[src/rtl/univ_shift_reg.sv]
// univ_shift_reg: parametrised universal shift register with a multi-bit
// shift sequencer.
//
// Commands are issued with a start/busy/done handshake. The supported
// commands are nop, load, shift right and shift left. A shift command can
// rotate the register or take serial input at either end, and it runs for
// a programmable number of single-bit steps.
//
// Optional feature: define SHREG_ARITH_EN to add the arith_i port. When
// arith_i is latched high, a non-rotating right shift sign-extends from
// the MSB.
//
// Ports:
//   clk_i    rising-edge clock
//   rst_i    asynchronous active-low reset
//   start_i  command strobe, sampled only in IDLE
//   op_i     00 nop, 01 shift right, 10 shift left, 11 parallel load
//   rot_i    circulate end bit instead of serial input (shifts only)
//   amt_i    number of single-bit shifts
//   par_i    parallel load data
//   sir_i    serial in at MSB for right shifts
//   sil_i    serial in at LSB for left shifts
//   arith_i  (SHREG_ARITH_EN only) arithmetic right shift
//   q_o      register contents
//   sor_o    q_o[0]
//   sol_o    q_o[WIDTH-1]
//   busy_o   high while shifting
//   done_o   one-cycle completion pulse
//
// state | meaning
// IDLE  | waiting for start_i; q held
// SHIFT | one single-bit shift per edge until the count runs out
// DONE  | one-cycle completion pulse; start_i ignored

module univ_shift_reg #(
    parameter int WIDTH = 8,
    parameter int CNT_W = 4
) (
    input  logic             clk_i,
    input  logic             rst_i,
    input  logic             start_i,
    input  logic [1:0]       op_i,
    input  logic             rot_i,
    input  logic [CNT_W-1:0] amt_i,
    input  logic [WIDTH-1:0] par_i,
    input  logic             sir_i,
    input  logic             sil_i,
`ifdef SHREG_ARITH_EN
    input  logic             arith_i,
`endif
    output logic [WIDTH-1:0] q_o,
    output logic             sor_o,
    output logic             sol_o,
    output logic             busy_o,
    output logic             done_o
);

    typedef enum logic [1:0] {
        IDLE  = 2'd0,
        SHIFT = 2'd1,
        DONE  = 2'd2
    } state_t;

    state_t           state, state_nxt;
    logic [WIDTH-1:0] q, q_nxt;
    logic [CNT_W-1:0] cnt, cnt_nxt;
    logic             left_r, left_nxt;
    logic             rot_r, rot_nxt;
    logic             in_r, in_l;
`ifdef SHREG_ARITH_EN
    logic             arith_r, arith_nxt;
`endif

    // Bits entering each end during a shift. Rotate has priority over
    // arithmetic sign extension.
`ifdef SHREG_ARITH_EN
    assign in_r = rot_r ? q[0] : (arith_r ? q[WIDTH-1] : sir_i);
`else
    assign in_r = rot_r ? q[0] : sir_i;
`endif
    assign in_l = rot_r ? q[WIDTH-1] : sil_i;

    always_ff @(posedge clk_i or negedge rst_i) begin
        if (!rst_i) begin
            state   <= IDLE;
            q       <= '0;
            cnt     <= '0;
            left_r  <= 1'b0;
            rot_r   <= 1'b0;
`ifdef SHREG_ARITH_EN
            arith_r <= 1'b0;
`endif
        end else begin
            state   <= state_nxt;
            q       <= q_nxt;
            cnt     <= cnt_nxt;
            left_r  <= left_nxt;
            rot_r   <= rot_nxt;
`ifdef SHREG_ARITH_EN
            arith_r <= arith_nxt;
`endif
        end
    end

    always_comb begin
        state_nxt = state;
        q_nxt     = q;
        cnt_nxt   = cnt;
        left_nxt  = left_r;
        rot_nxt   = rot_r;
`ifdef SHREG_ARITH_EN
        arith_nxt = arith_r;
`endif
        case (state)
            IDLE: begin
                if (start_i) begin
                    state_nxt = DONE;
                    case (op_i)
                        2'b11: q_nxt = par_i;
                        2'b01, 2'b10: begin
                            // A zero-length shift completes like a nop.
                            if (amt_i != '0) begin
                                state_nxt = SHIFT;
                                cnt_nxt   = amt_i;
                                left_nxt  = (op_i == 2'b10);
                                rot_nxt   = rot_i;
`ifdef SHREG_ARITH_EN
                                arith_nxt = arith_i;
`endif
                            end
                        end
                        default: ;
                    endcase
                end
            end
            SHIFT: begin
                if (left_r) begin
                    q_nxt = {q[WIDTH-2:0], in_l};
                end else begin
                    q_nxt = {in_r, q[WIDTH-1:1]};
                end
                cnt_nxt = cnt - CNT_W'(1);
                if (cnt == CNT_W'(1)) begin
                    state_nxt = DONE;
                end
            end
            DONE:    state_nxt = IDLE;
            default: state_nxt = IDLE;
        endcase
    end

    assign q_o    = q;
    assign sor_o  = q[0];
    assign sol_o  = q[WIDTH-1];
    assign busy_o = (state == SHIFT);
    assign done_o = (state == DONE);

endmodule

[config.mk]
export PLATFORM = sky130hd
export DESIGN_NAME = univ_shift_reg
export DESIGN_NICKNAME = d
export VERILOG_FILES = /design/src/rtl/univ_shift_reg.sv
export SDC_FILE = /design/constraint.sdc
export NUM_CORES = 1
export LEC_CHECK = 0
export ABC_AREA = 1
export CELL_PAD_IN_SITES_DETAIL_PLACEMENT = 0
export CELL_PAD_IN_SITES_GLOBAL_PLACEMENT = 1
export CORE_AREA = 3 3 62 64
export DETAILED_ROUTE_END_ITERATION = 8
export DIE_AREA = 0 0 65 67
export PLACE_DENSITY = 0.83
export RECOVER_POWER = 50
export SYNTH_ARGS = -nofsm -noshare
export SYNTH_HDL_FRONTEND = slang
export SYNTH_SLANG_ARGS = --single-unit
[constraint.sdc]
create_clock -name clk_i -period 1.37 [get_ports clk_i]
set_input_delay 0.274 -clock clk_i [delete_from_list [all_inputs] [get_ports clk_i]]
set_output_delay 0.274 -clock clk_i [all_outputs]
set_load 0.01 [all_outputs]
## Word level (Yosys, flattened, before mapping)

Index checks and enable logic that the tools add are counted.

- Output and inout port bits: 12
- Bits in registers: 16
- Logic and storage cells: 40

- Muxes and demuxes: 15
- Equality and inequality tests: 11
- Reduce and logical (&&, ||, !) cells: 8
- Add/sub/neg operators: 1

Operators by type and width:

| kind | number |
|---|---|
| 8-bit two-way mux | 3 |
| 8-bit one-hot mux with 2 select lines | 1 |
| 4-bit two-way mux | 3 |
| 2-bit two-way mux | 4 |
| 4-bit one-hot mux with 2 select lines | 1 |
| 4-bit AND reduction | 2 |
| 2-bit equality test (second input constant) | 3 |
| 2-bit by 1-bit inequality test with 1-bit output (second input constant) | 3 |
| 2-bit by 1-bit equality test with 1-bit output (second input constant) | 2 |
| 4-bit by 1-bit equality test with 1-bit output (second input constant) | 1 |
| 2-bit inequality test (second input constant) | 2 |
| 2-bit one-hot mux with 2 select lines | 1 |
| 4-bit nonzero test | 1 |
| 4-bit by 1-bit subtractor with 4-bit output (second input constant) | 1 |
| 3-bit AND reduction | 1 |
| 2-bit zero test | 1 |
| 1-bit two-way mux | 2 |
| 2-bit AND reduction | 1 |
| 2-bit nonzero test | 1 |
| 2-bit OR reduction | 1 |

## Longest topological paths before layout

- Word-level depth: 5
- Mapped depth: 7
- Gate-level depth less buffers: 7

## Worst setup path before layout

OpenSTA, ideal clock, no wires.

- Path type: reg-to-reg
- From: reg cnt[0]
- To: reg cnt[2]
- Setup time: 0.116 ns
- Required time: 1.254 ns
- Slack: 0.161 ns
- Period minus slack after synthesis: 1.209 ns
- Stages on the path, launching flop included: 8
- Arrival: 1.092 ns
- Cell sequence: dfrtp_1 > inv_1 > ha_1 > or2_2 > nand3_1 > nand2_1 > nand2_1 > nand2_1

- Cells in the longest elaborated chain, start to end: 2

Ends and longest elaborated chain:

| item | line | text |
|---|---|---|
| from (decl) | 66 | `logic [CNT_W-1:0] cnt, cnt_nxt;` |
| from (signal assigned) | 96 | `cnt <= cnt_nxt;` |
| 4-bit by 1-bit subtractor with 4-bit output | 142 | `cnt_nxt = cnt - CNT_W'(1);` |
| 4-bit one-hot mux with 2 select lines | 114 | `case (state)` |

No other way between the ends.
A chain may end at the register's enable or synchronous reset.

## Worst setup path after layout

- From: reg state[1]
- To: out busy_o

- Cells in the longest elaborated chain, start to end: 1

Ends and longest elaborated chain:

| item | line | text |
|---|---|---|
| from (decl) | 64 | `state_t state, state_nxt;` |
| from (signal assigned) | 94 | `state <= state_nxt;` |
| 2-bit by 1-bit equality test with 1-bit output | 155 | `assign busy_o = (state == SHIFT);` |
| to (decl) | 54 | `output logic busy_o,` |

No other way between the ends.

==> results.md <==
Yosys:
- The sequential share of the synthesized area is 0.385.
- The cell area that synthesis handed to floorplanning was 1040 sq um.
- The share of synthesized area in the top cell type comes to 0.385.
- A synthesized cell averages 7.03 sq um.
- The number of instances in the synthesized netlist is 148.
- The number of nets handed over by synthesis was 172.
- Yosys printed 0 warnings.
- The number of different library cells used by synthesis comes to 20.
- By area the synthesized netlist is led by sky130_fd_sc_hd__dfrtp_1, sky130_fd_sc_hd__nand2_1, sky130_fd_sc_hd__o21ai_0, sky130_fd_sc_hd__inv_1, sky130_fd_sc_hd__nor2_1.
- Synthesis inferred 16 register bits.
- The leading area contributor after synthesis is sky130_fd_sc_hd__dfrtp_1.

GRT:
- The global-route total usage across every layer is 0.133.
- The largest net degree at the start of global routing is 13.
- The number of global-route vias before repair is 1084.
- The wire length of the first global-routing pass is 4.55 mm.
- The number of antenna violations at the first check in global routing is 0.
- The total global routing overflow is 0.

Pwr:
- Power spread over the standard cell area amounts to 2100 nW/um^2.
- The leakage power summed over all cells is 0.796 nW.
- The worst voltage drop across the vdd grid is 0.000625 V.
- The completed layout was analyzed and its total power is 3.32 mW.

Place:
- Timing analysis after detailed placement gives a worst setup slack of -407 ps.
- Input and output buffers added on the ports amount to 31.
- Summed over all nets, the half-perimeter wirelength after detailed placement is 2.06 mm.
- The cell area reported after detailed placement is 1460 sq um.
- Once placement completed, the tool counted placed cells totaling 231.
- The congestion estimate from routability-driven global placement came to 0.824.

Clock network:
- The longest clock path from root to sink contains 2 buffers.
- TritonCTS created 3 clock buffers.
- The H-tree depth reported by CTS is 1.
- The clock net in this run drives a total of 16 sinks.
- The hold-fix buffer count after cts is 0.
- The library cell used as clock root buffer is sky130_fd_sc_hd__clkbuf_4.
- The insertion delay of the later-clocked pin in the worst-skew pair is 280 ps.
- TritonCTS built the clock tree.
- After clock tree synthesis, the clock-pin slew on the worst setup and hold paths is 90 ps.

Route:
- The number of DRC markers in iteration 0 is 39.
- The average via count per standard cell is 4.63.
- The routed via count is 1121.
- After detailed routing, the total wire length is 2.74 mm.
- The count of nets left with antenna violations after detail routing is 0.
- The average detailed-routed wire length per instance is 11.3 microns.
- The total DRC errors in the routed layout is 0.
- Before antenna repair, the detailed router went through 4 iterations.

STA:
- Dividing the final minimum period by the clock period gives 0.956.
- The relative slew slack is 0.755.
- Across the routed clock network, the largest skew measured is 0.255 ps.
- The worst hold-check slack is 311 ps.
- Counting I/O delays and the setup requirement, the final critical path takes 1310 ps.
- Setup repair after global routing left no endpoint under its margin.
- The count of final hold-check violations is 0.
- The highest clock rate is 763 MHz.
- The final setup violation count is 0.
- The total negative setup slack is 0 ps.
- The worst path setup slack after routing is 60.0 ps.
- The slew of the pin with the lowest slew margin is 368 ps.
- The max-slew violation count is 0.

Worst hold path:
- The worst hold-check path type is primary input to asynchronous set/reset pin.

Finish:
- The final instance count without filler cells is 242.
- Once layout is done, the placed cells without fillers occupy 1580 sq um.
- The fraction of final layout cells sized beyond drive strength 1 is 0.189.
- The layout overhead on the synthesized area is 52.2%.
- The layout filler cell count is 366.
- The final net count is 222.
- The number of antenna diodes is 0.
- Measured on the finished design, the core utilization comes to 0.474.

Critical path:
- At the worst endpoint, the arrival time is 1040 ps.
- In this run the worst path has a maximum fanout of 2.
- The kind of start point of the critical path is a flip-flop.
- Data on the critical path is required at its endpoint by 1100 ps.
- The start-to-end type of the worst setup path is flip-flop to output pin.
- The worst setup path is captured at an output pin.

Floorplan:
- The area of the placeable core is 3340 sq um.
- The floorplan has 21 rows.
- The die is 65 microns wide.
- For this configuration, the core starts out at a cell density of 0.312.
- In this run the count of I/O pins placed on the die edge is 32.
- The die is 67 microns tall.
- The area of the die is 4360 sq um.

Status:
- The flow ran to the end, and the final reports show no timing, DRC or antenna violations.

Run:
- The total of max-cap violations is 0.
-- routing by layer --
layer / wire (microns) / part of all wire / track usage
met1: 1250 / 0.46 / 0.150
met2: 1310 / 0.48 / 0.243
met3: 168 / 0.061 / 0.0304
met4: 8 / 0.0029 / 0.0475
met5: 0 / 0 / 0
-- final timing paths --
kind                                      end                 start  slack, ps  cells after the start
max                                    busy_o  state[1]$_DFFE_PN0P_         60                      3
min                        q_o[1]$_DFFE_PN0P_                 rst_i        310                      1
max reg2reg                cnt[2]$_DFFE_PN0P_    cnt[0]$_DFFE_PN0P_         80                      7
min reg2reg                cnt[1]$_DFFE_PN0P_    cnt[1]$_DFFE_PN0P_        530                      2
max in group asynchronous  cnt[3]$_DFFE_PN0P_                 rst_i        490                      2
min in group clk_i         left_r$_DFFE_PN0P_               op_i[0]        470                      5
-- final cells by class --
cell class / count / area (sq um) / share of cell area
Clock buffer: 3 / 22.5 / 0.0142
Inverter: 18 / 67.6 / 0.0427
Multi-Input combinational cell: 109 / 584 / 0.369
Sequential cell: 16 / 400 / 0.253
Tap cell: 46 / 57.6 / 0.0364
Timing Repair Buffer: 50 / 450 / 0.285
-- cells in the final DEF (no fill, tap or decap), types with 5 or more instances in the layout --
cell                              count
sky130_fd_sc_hd__o21ai_0             11
sky130_fd_sc_hd__nor2_1              13
sky130_fd_sc_hd__a21oi_1             10
sky130_fd_sc_hd__buf_4               15
sky130_fd_sc_hd__nand2_1             46
sky130_fd_sc_hd__dlygate4sd2_1       10
sky130_fd_sc_hd__clkdlybuf4s50_1     16
sky130_fd_sc_hd__nand3_1              5
sky130_fd_sc_hd__dfrtp_1             16
sky130_fd_sc_hd__inv_1               15
sky130_fd_sc_hd__o21ai_1              7
-- kinds of logic (layout without fill, tap and decap cells) --
group / Yosys count / count (layout) / share of synthesized area
flops: 16 / 16 / 0.385
buf+inv: 24 / 71 / 0.116
simple gates: 74 / 75 / 0.303
compound gates: 30 / 30 / 0.148
fa+ha+maj: 4 / 4 / 0.0481
-- critical path: stages (launching register included) --
cell	delay, ps
sky130_fd_sc_hd__dfrtp_1	420
sky130_fd_sc_hd__buf_6	140
sky130_fd_sc_hd__nor2_4	90
sky130_fd_sc_hd__buf_6	110
-- state kept, by name, indices dropped and copies added (netlist names) --
register / count
q_o: 8
cnt: 4
state: 2
left_r: 1
rot_r: 1
-- synthesized netlist by cell type --
cell                       count
sky130_fd_sc_hd__inv_1        17
sky130_fd_sc_hd__o21ai_0      14
sky130_fd_sc_hd__inv_2         1
sky130_fd_sc_hd__o211ai_1      1
sky130_fd_sc_hd__nor2_1       14
sky130_fd_sc_hd__buf_4         3
sky130_fd_sc_hd__nor2_4        1
sky130_fd_sc_hd__ha_1          4
sky130_fd_sc_hd__nand3_2       2
sky130_fd_sc_hd__or2_2         1
sky130_fd_sc_hd__nand3_1       7
sky130_fd_sc_hd__a21oi_1      10
sky130_fd_sc_hd__buf_6         2
sky130_fd_sc_hd__a31oi_1       1
sky130_fd_sc_hd__o21ai_1       4
sky130_fd_sc_hd__nand2_2       2
sky130_fd_sc_hd__dfrtp_1      16
sky130_fd_sc_hd__nand2_1      46
sky130_fd_sc_hd__clkbuf_4      1
sky130_fd_sc_hd__nor3_1        1
-- report_power, final --
| part | internal (mW) | switching [mW] | total (mW) |
|---|---|---|---|
| Clock | 0.102 | 0.144 | 0.246 |
| Combinational | 1.01 | 1.11 | 2.12 |
| Sequential | 0.715 | 0.238 | 0.952 |
| Total | 1.83 | 1.49 | 3.32 |
-- repair_timing --
| action | in CTS | in global routing |
|---|---|---|
| resized for setup | 19 | 17 |
| pin swaps | 4 | 4 |
| cloned | 0 | 1 |
| buffers inserted | 6 | 1 |
| setup endpoints to repair | 17 | 15 |
| hold endpoints to repair | 0 | 0 |
Note: power is estimated with default switching activity, not from simulation.
==> edit, RTL diff (config.mk and constraints unchanged) <==
Re-encode `state_t` (3 states) as one-hot, 3 bits wide.
--- a/src/rtl/univ_shift_reg.sv
+++ b/src/rtl/univ_shift_reg.sv
@@ -55,10 +55,10 @@
     output logic             done_o
 );
 
-    typedef enum logic [1:0] {
-        IDLE  = 2'd0,
-        SHIFT = 2'd1,
-        DONE  = 2'd2
+    typedef enum logic [2:0] {
+        IDLE  = 3'b001,
+        SHIFT = 3'b010,
+        DONE  = 3'b100
     } state_t;
 
     state_t           state, state_nxt;
Behaviour: same outputs for any inputs over 10 cycles, from zero or initial values and one cycle with rst_i low; not proved beyond that.
==> edit against the unedited design <==
  * The run now ends with setup timing left
  * Setup slack worse by 0.10 ns
  * Area after synthesis up 8.7%
  * Wire length up 7.5%
  * Power up 4.7%
  * Sequential share of layout area down 0.20 points
  * Sequential cell count up 1
  * Design area up 7.7%
  * Clock skew up 0.0043 ns
  * Critical endpoint unchanged
==> edit: results (changes against the unedited design) <==
Placed cell area = 0.00154 mm2 (was 0.00146 mm2)
Count of different cell masters after synthesis = 21 (was 20)
Share of cells above drive strength 1 = 20.7% (was 18.9%)
CP max FO = 3 (was 2)
Num CTS Buffers = 3 (unchanged)
DPL Wire Length = 2190 um (was 2060 um)
Vias in the first global route = 1172 (was 1084)
Drt drc = 0 (unchanged)
Root Buffer Master = clkbuf_4 (unchanged)
# H-tree levels = 1 (unchanged)
Port-buffer cells = 31 (unchanged)
Clk_lat worst skew = 0.29 ns
Final-report setup violation count = 7 (was 0)
Clk_skew = 0.00456 ns (was 0.000255 ns)
DR iter-0 viols = 61 (was 39)
First-pass GRT wire length = 5130 um (was 4550 um)
Initial antenna violation count = 0 (unchanged)
Critical Path AT = 1.14 ns (was 1.04 ns)
Diode count = 0 (unchanged)
Reg2reg path depth = 8 (was 7)
Status = complete, but fails checks (was finished, final reports clean)
Failing checks = setup timing
Total number of vias = 1214 (was 1121)
CTS clk-pin slew, worst paths = 0.10 ns
FFs w/ async S/R, synth = 100% (unchanged)
Placer Congestion = 0.800 (was 0.824)
Maximum number of pins on one net before global-route repair = 16 (was 13)
Clock Path Buffers = 2 (unchanged)
Setup ws final = -0.0426 ns (was 0.0600 ns)
Top FF cell, synth = dfrtp_1 (unchanged)
Ranking of synthesized cells by area = dfrtp_1, nand2_1, inv_1 (was dfrtp_1, nand2_1, o21ai_0)
Place WS = -0.332 ns (was -0.407 ns)
Commonest cells in the netlist = nand2_1, inv_1, dfrtp_1 (unchanged)
Reg2reg end = q_o[3] (was cnt[2])
Seq/Total Area, Yosys = 37.8% (was 38.5%)
Final Util = 51.1% (was 47.4%)
Post-synth net total = 195 (was 172)
Worst min path class = primary input to async pin (unchanged)
Leakage = 0.973 nW (was 0.796 nW)
Slew @ Worst Pin = 0.324 ns (was 0.368 ns)
NumNets Final = 247 (was 222)
Total Routing Usage GR = 15.1% (was 13.3%)
Number of fill cells in the layout = 343 (was 366)
YS warnings = 0 (unchanged)
Worst VDD drop = 0.000682 V (was 0.000625 V)
Setup total negative slack = -0.206 ns (was 0 ns)
Reg2reg start = state[2] (was cnt[0])
Final WL = 2940 um (was 2740 um)
Max reg flops = 8 (unchanged)
[edit: worst max-delay path by stage]
stage             start     end  slack, ns
2_1_floorplan  state[0]  cnt[0]       0.19
3_3_place_gp    op_i[0]  cnt[3]      -0.32
3_5_place_dp    op_i[0]  cnt[1]      -0.33
4_1_cts        state[2]  q_o[3]       -0.1
5_1_grt        state[2]  q_o[1]      -0.11
6_report       state[0]  busy_o      -0.04
[edit: power by group]
part           internal, mW  total, mW  leakage (nW)  switching [mW]
registers             0.756      0.948         0.210           0.192
logic                  1.11       2.25         0.745            1.14
clock network         0.109      0.279        0.0177           0.171
total                  1.97       3.47         0.973            1.50
[edit: stage by stage]
stage	std cells	hold WS (ns)	power (mW)
6_report	268	0.282	3.47
4_1_cts	265	0.208	3.47
2_1_floorplan	171	-0.0216	2.10
5_1_grt	268	0.298	3.83
3_5_place_dp	252	0.510	2.87
3_3_place_gp	252	0.491	2.81
[edit: cells by family (layout without fill, tap and decap cells)]
family	count (synthesis)	after routing	share of synthesized area, %
AOI/OAI and AO/OA	17	17	7.53
buffers and inverters	30	81	11.6
adders and majority gates	4	4	4.43
DFF	17	17	37.8
and+or+nand+nor	103	103	38.6
[edit: critical path, stage by stage (launching register included)]
cell,delay (ns)
dfstp_2,0.57
inv_2,0.04
nand3_2,0.08
inv_2,0.05
buf_6,0.11
[edit: layer usage]
layer / track usage, % / routed length (um) / vias to the layer above
met5: 0 / 0 / -
met4: 4.75 / 33 / 0
met3: 2.70 / 138 / 4
met2: 27.5 / 1460 / 26
met1: 17.8 / 1310 / 561
li1: - / - / 623
[edit: timing repair]
action,4_1_cts,5_1_grt
buffers inserted,9,3
resized for setup,28,8
endpoints found under the setup margin,18,17
pin swaps,2,3
cloned,1,0
hold buffers,0,0
[edit: cell type report]
type | instances | area share (%)
Multi-Input combinational cell | 124 | 35.3
Sequential cell | 17 | 25.1
Timing Repair Buffer | 53 | 29.3
Clock buffer | 3 | 1.32
Tap cell | 46 | 3.37
Inverter | 24 | 5.28
Clock inverter | 1 | 0.293
